$ cat src/rtl/alu_ctrl_pkg.sv
// alu_ctrl_pkg: shared codes, FSM state and micro-op type for the ALU control sequencer
package alu_ctrl_pkg;
  localparam logic [1:0] OP_ADD = 2'b00;
  localparam logic [1:0] OP_SUB = 2'b01;
  localparam logic [1:0] OP_R   = 2'b10;
  localparam logic [1:0] OP_AND = 2'b11;
  localparam logic [3:0] F_ADD  = 4'b0000;
  localparam logic [3:0] F_SUB  = 4'b0010;
  localparam logic [3:0] F_AND  = 4'b0100;
  localparam logic [3:0] F_SLT  = 4'b1010;
  localparam logic [3:0] F_SRLV = 4'b0110;
  localparam logic [3:0] F_JMOR = 4'b0101;
  localparam logic [3:0] F_JALR = 4'b1001;
  localparam logic [2:0] G_ADD = 3'b010;
  localparam logic [2:0] G_SUB = 3'b110;
  localparam logic [2:0] G_AND = 3'b000;
  localparam logic [2:0] G_OR  = 3'b001;
  localparam logic [2:0] G_JAL = 3'b011;
  localparam logic [2:0] G_SRL = 3'b100;
  localparam logic [2:0] G_SLT = 3'b111;
  typedef enum logic [1:0] {EMPTY, STEP0, STEP1} state_t;
  typedef struct packed {
    logic [2:0] gout;
    logic       link_r;
    logic       reg_31_r;
    logic       jump_mem;
    logic       jmor_mem;
    logic       jalr;
    logic       last;
    logic       illegal;
  } uop_t;
endpackage

$ cat src/rtl/alu_ctrl_decode.sv
// alu_ctrl_decode: combinational map of (aluop, funct, step) to one micro-op
//   aluop_i/funct_i: instruction fields; step_i: 0 first micro-op, 1 second; uop_o: decoded micro-op
module alu_ctrl_decode
  import alu_ctrl_pkg::*;
#(
  parameter int FUNCT_W      = 6,
  parameter int STRICT_FUNCT = 0
) (
  input  logic [1:0]         aluop_i,
  input  logic [FUNCT_W-1:0] funct_i,
  input  logic               step_i,
  output uop_t               uop_o
);
  logic strict_ok;
  always_comb begin
    strict_ok = 1'b1;
    // upper funct bits must read as the canonical R-type pattern (only bit 5 set)
    for (int i = 4; i < FUNCT_W; i++) if (funct_i[i] != (i == 5)) strict_ok = 1'b0;
    uop_o = '0;
    uop_o.gout = G_ADD;
    uop_o.last = 1'b1;
    case (aluop_i)
      OP_ADD: uop_o.gout = G_ADD;
      OP_SUB: uop_o.gout = G_SUB;
      OP_AND: uop_o.gout = G_AND;
      default:
        if (STRICT_FUNCT != 0 && !strict_ok) uop_o.illegal = 1'b1;
        else
          case (funct_i[3:0])
            F_ADD:  uop_o.gout = G_ADD;
            F_SUB:  uop_o.gout = G_SUB;
            F_AND:  uop_o.gout = G_AND;
            F_SLT:  uop_o.gout = G_SLT;
            F_SRLV: uop_o.gout = G_SRL;
            F_JMOR:
              if (step_i) begin
                uop_o.link_r = 1'b1;
                uop_o.reg_31_r = 1'b1;
              end else begin
                uop_o.gout = G_OR;
                uop_o.jump_mem = 1'b1;
                uop_o.jmor_mem = 1'b1;
                uop_o.last = 1'b0;
              end
            F_JALR:
              if (step_i) begin
                uop_o.link_r = 1'b1;
                uop_o.jalr = 1'b1;
              end else begin
                uop_o.gout = G_JAL;
                uop_o.jump_mem = 1'b1;
                uop_o.jalr = 1'b1;
                uop_o.last = 1'b0;
              end
            default: uop_o.illegal = 1'b1;
          endcase
    endcase
  end
endmodule

$ cat src/rtl/alu_ctrl_seq.sv
// alu_ctrl_seq: registered ALU-control sequencer issuing one or two micro-ops per instruction
//   in_valid/in_ready/aluop/funct: instruction handshake; flush: abort in-flight sequence
//   out_valid/out_ready: micro-op handshake; gout + flag outputs: current micro-op
//   cnt_instr/cnt_complex: saturating completion counters
module alu_ctrl_seq
  import alu_ctrl_pkg::*;
#(
  parameter int FUNCT_W      = 6,
  parameter int CTRL_W       = 3,
  parameter int STRICT_FUNCT = 0,
  parameter int CNT_W        = 16
) (
  input  logic               clk,
  input  logic               reset,
  input  logic               flush,
  input  logic               in_valid,
  output logic               in_ready,
  input  logic [1:0]         aluop,
  input  logic [FUNCT_W-1:0] funct,
  output logic               out_valid,
  input  logic               out_ready,
  output logic [CTRL_W-1:0]  gout,
  output logic               link_r,
  output logic               reg_31_r,
  output logic               jump_mem,
  output logic               jmor_mem,
  output logic               jalr,
  output logic               out_last,
  output logic               illegal,
  output logic [CNT_W-1:0]   cnt_instr,
  output logic [CNT_W-1:0]   cnt_complex
);
  state_t             state_q;
  uop_t               uop_q, dec_in, dec_st;
  logic [1:0]         aluop_q;
  logic [FUNCT_W-1:0] funct_q;
  logic [CNT_W-1:0]   cnt_instr_q, cnt_complex_q;
  logic               fire, done, accept;
  alu_ctrl_decode #(.FUNCT_W(FUNCT_W), .STRICT_FUNCT(STRICT_FUNCT)) u_dec_in (
    .aluop_i(aluop), .funct_i(funct), .step_i(1'b0), .uop_o(dec_in)
  );
  // second micro-op is decoded from the held instruction, not the live inputs
  alu_ctrl_decode #(.FUNCT_W(FUNCT_W), .STRICT_FUNCT(STRICT_FUNCT)) u_dec_st (
    .aluop_i(aluop_q), .funct_i(funct_q), .step_i(1'b1), .uop_o(dec_st)
  );
  assign out_valid = state_q != EMPTY;
  assign fire      = out_valid & out_ready;
  assign done      = fire & uop_q.last;
  assign in_ready  = ~flush & ((state_q == EMPTY) | done);
  assign accept    = in_valid & in_ready;
  always_ff @(posedge clk) begin
    if (reset) begin
      state_q <= EMPTY;
      uop_q <= '0;
      aluop_q <= '0;
      funct_q <= '0;
      cnt_instr_q <= '0;
      cnt_complex_q <= '0;
    end else if (flush) begin
      state_q <= EMPTY;
      uop_q <= '0;
    end else begin
      if (done && cnt_instr_q != '1) cnt_instr_q <= cnt_instr_q + CNT_W'(1);
      // only two-step instructions ever complete from STEP1
      if (done && state_q == STEP1 && cnt_complex_q != '1) cnt_complex_q <= cnt_complex_q + CNT_W'(1);
      if (accept) begin
        state_q <= STEP0;
        uop_q <= dec_in;
        aluop_q <= aluop;
        funct_q <= funct;
      end else if (fire && !uop_q.last) begin
        state_q <= STEP1;
        uop_q <= dec_st;
      end else if (fire) begin
        state_q <= EMPTY;
        uop_q <= '0;
      end
    end
  end
  assign gout        = CTRL_W'(uop_q.gout);
  assign link_r      = uop_q.link_r;
  assign reg_31_r    = uop_q.reg_31_r;
  assign jump_mem    = uop_q.jump_mem;
  assign jmor_mem    = uop_q.jmor_mem;
  assign jalr        = uop_q.jalr;
  assign out_last    = uop_q.last;
  assign illegal     = uop_q.illegal;
  assign cnt_instr   = cnt_instr_q;
  assign cnt_complex = cnt_complex_q;
endmodule

$ cat config.mk
export PLATFORM = sky130hd
export DESIGN_NAME = alu_ctrl_seq
export DESIGN_NICKNAME = d
export VERILOG_FILES = /design/src/rtl/alu_ctrl_pkg.sv /design/src/rtl/alu_ctrl_decode.sv /design/src/rtl/alu_ctrl_seq.sv
export SDC_FILE = /design/constraint.sdc
export NUM_CORES = 1
export LEC_CHECK = 0
export CORE_MARGIN = 3
export CORE_UTILIZATION = 34
export DETAILED_ROUTE_END_ITERATION = 12
export PLACE_DENSITY = 0.66
export REMOVE_ABC_BUFFERS = 1
export SLEW_MARGIN = 20
export SYNTH_ARGS = -nofsm -noshare
export SYNTH_HDL_FRONTEND = slang
export SYNTH_SLANG_ARGS = --single-unit
$ cat constraint.sdc
create_clock -name clk -period 1.7 [get_ports clk]
set_input_delay 0.34 -clock clk [delete_from_list [all_inputs] [get_ports clk]]
set_output_delay 0.34 -clock clk [all_outputs]
set_load 0.02 [all_outputs]
==> results of run 1 <==
sequential cells by signal, summed over array words and instances, names as in the netlist, 2 cells and up:
register     flops
gout             3
cnt_instr       16
aluop_q          2
state_q          2
funct_q          4
cnt_complex     16
cells by family after synthesis:
group	count (synthesis)	share of synthesized area, %
AO/OA/AOI/OAI	85	21.0
adder cells (fa/ha/maj)	2	0.927
flip-flops	50	37.1
buffers and inverters	20	3.15
AND/OR/NAND/NOR	135	30.0
XOR/XNOR	1	0.324
multiplexers	19	7.55
layout by cell type, fill, tap and decap left out, types with 4 or more instances in the layout:
cell type,n
mux2i_1,8
o21bai_1,5
buf_4,70
inv_1,9
clkdlybuf4s50_1,20
or4_1,11
dfxtp_2,8
or3_1,4
dlygate4sd2_1,24
mux2_2,9
clkbuf_8,6
dlymetal6s2s_1,8
nand4_1,6
nor2_1,22
a211oi_2,4
nand2_1,29
o31ai_1,10
nand3_1,8
a31oi_1,4
dfxtp_1,39
nor2b_1,19
o21ai_0,10
o41ai_1,5
nand2b_1,4
a21oi_1,30
power groups by stage:
stage               combinational, W  sequential [W]  clock [W]
CTS                         0.000211         0.00119   0.000751
global route                0.000231         0.00119   0.000790
detailed placement          0.000214         0.00122          0
floorplan                  0.0000839         0.00122          0
global placement            0.000211         0.00122          0
finish                      0.000212         0.00119   0.000731
per-layer routing:
layer,up-vias,wire (um),track usage [%]
li1,1416,-,-
met1,1344,3480,21.0
met2,54,3520,25.4
met3,13,243,2.68
met4,0,192,7.21
met5,-,0,0
area by class of cell:
cell class | instances | area share [%]
Clock inverter | 1 | 0.122
Tap cell | 99 | 3.01
Inverter | 10 | 0.913
Clock buffer | 7 | 2.10
Multi-Input combinational cell | 243 | 42.4
Timing Repair Buffer | 127 | 26.6
Sequential cell | 50 | 24.9
what timing repair did:
action / in CTS / in global routing
setup buffers: 1 / 5
gates resized for setup: 36 / 44
pin swaps: 2 / 8
setup endpoints to repair: 56 / 33
gates cloned: 0 / 1
worst max-delay path: cells and delay by family, from the launching register on:
| kind | cells | cell delay (ns) |
|---|---|---|
| fa+ha+maj | 1 | 0.16 |
| compound gates | 1 | 0.06 |
| buf+inv | 1 | 0.20 |
| flops | 1 | 0.38 |
| simple gates | 2 | 0.47 |
| mux | 1 | 0.30 |
metrics by stage:
stage | hold WS (ns) | setup slack, ns | util [%] | power (W) | cell area (sq um)
after global routing | 0.482 | -0.0311 | 54.9 | 0.00221 | 4110
after global placement | 0.445 | -0.501 | 51.2 | 0.00143 | 3830
after detailed placement | 0.447 | -0.531 | 51.2 | 0.00144 | 3830
after CTS | 0.461 | 0.000360 | 52.5 | 0.00216 | 3930
final | 0.456 | 0.0339 | 54.9 | 0.00213 | 4110
after floorplan | 0.409 | -0.267 | - | 0.00131 | 2650
how the worst max path moves through the flow:
stage,slack (ns),start,end,cells after the start
6_report,0.03,cnt_complex[1],cnt_complex[4],6
3_3_place_gp,-0.50,out_ready,cnt_complex[13],6
4_1_cts,0.0004,cnt_instr[14],cnt_instr[14],1
3_5_place_dp,-0.53,out_ready,cnt_instr[9],6
2_1_floorplan,-0.27,out_last,cnt_instr[13],4
5_1_grt,-0.03,cnt_complex[1],cnt_complex[4],6
==> impl_metrics.yaml, run 1 <==
synth:
  ys_dominant_reg_cell: "dfxtp_1"
  netlist_instances: 312
  synth_top_area_share_pct: 37.1
  synth_edf_count: 0
  yosysMostFrequentCell: "dfxtp_1"
  synth_area_sq_mm: 0.00270
  ys_top_cells_by_count: "dfxtp_1, a21oi_1, nand2_1"
  synth_area_leaders: "dfxtp_1, a21oi_1, nor2b_1"
  synth_warnings: 0
  yosys.area.top_type: "dfxtp_1"
  synth.distinct_cells: 54
  yosysSeqAreaShare_pct: 37.1
  syn_avg_cell_area_sq_um: 8.65
  synth-seq-cells: 50
  async_reset_ff_share_pct: 0
placement:
  place.gp.congestion: 0.841
  dp_hpwl_um: 5510
  dp.cells: 522
  io_buffers: 54
clocking:
  cts_tree: "done"
  cts_root_buffer: "clkbuf_8"
  clk_pin_slew_ns: 0.09
  clockBufferDepth: 2
  clock_sinks: 50
  clk_latency_ns: 0.30
  cts_max_level: 2
  cts_hold_buf: 0
  numCtsBuffers: 5
hold_path:
  hold_path_class: "reg2reg"
  min_from: "jmor_mem"
  hold_end: "jmor_mem"
  hold_depth: 2
setup_path:
  cp-end-kind: "flip-flop"
  worstPathArrival_ns: 1.86
  rrSetupSlack_ns: 0.03
  startpoint_type: "flip-flop"
  cp_cell_sequence: "ha_4 > nand3_4 > nor4_4 > buf_4 > a211oi_2 > mux2_1"
  criticalPathCategory: "reg2reg"
  crit_path_max_incr_delay_ns: 0.38
  crit-reg2reg-launch: "cnt_complex[1]"
  cp_max_fo: 3
  crit_slowest_cell: "dfxtp_4"
  r2r-end: "cnt_complex[4]"
  required_ns: 1.89
  reg2reg_depth: 6
timing:
  slew_violations: 0
  fin_crit_ns: 1.67
  setup_violations: 0
  final.setup.tns_ns: 0
  worst_pin_slew_ns: 0.473
  timing.fmax_ghz: 0.600
  rsz0062_at_grt: "yes"
  finClkSkew_ns: 0.00430
  max-slew-margin-rel_pct: 68.2
  min_period_over_period_pct: 98.0
  hold_viol_final: 0
drt:
  drt_pass1_iterations: 4
  drt_iter0_drc: 123
  postRouteAntennaNets: 0
  post-route-drc-count: 0
  wl_per_cell_um: 13.9
  vias: 2827
  routed_wl_um: 7440
  viasPerCell: 5.26
final_layout:
  finalNonFillerCells: 537
  area_growth_pct: 52.3
  layout-drive-gt1-share_pct: 31.5
  num_antenna_cells: 0
  regArea_sq_mm: 0.00102
  nNetsFinal: 452
  nFillCells: 711
  multi_input_area_sq_mm: 0.00174
power:
  p_comb_share_pct: 9.9
  leakage_nw: 1.79
  ir_worst_vdd_uv: 350
  power_frac_clock_pct: 34.3
  p_switching_w: 0.000521
  powerDensity_mw_per_mm2: 519
  seqPwrFrac_pct: 55.8
  p_sw_share_pct: 24.4
  p_int_w: 0.00161
die:
  core_sq_mm: 0.00749
  die_y_um: 95.1
  die_area_sq_mm: 0.00905
  fp.dieW_um: 95.1
  pin_count: 57
  start_util_pct: 36.1
  num_rows: 31
grt:
  overflow: 0
  grt_pass1_wl_um: 11700
  grt_max_degree: 26
  grt_usage_pct: 15.9
  grt_pass1_vias: 2592
  antenna_found_initial: 0
job:
  max_cap_viol_count: 0
run_status:
  outcome: "finished, final reports clean"
Power figures use the tool's default switching activity.
==> run 2: changes to the inputs <==
--- a/config.mk
+++ b/config.mk
@@ -7,6 +7,7 @@
 export LEC_CHECK = 0
 export CORE_MARGIN = 3
 export CORE_UTILIZATION = 34
+export CTS_CLUSTER_DIAMETER = 50
 export DETAILED_ROUTE_END_ITERATION = 12
 export PLACE_DENSITY = 0.66
 export REMOVE_ABC_BUFFERS = 1
==> results of run 2 <==
Same layout as run 1: the final DEF is identical, and so are final timing and power.
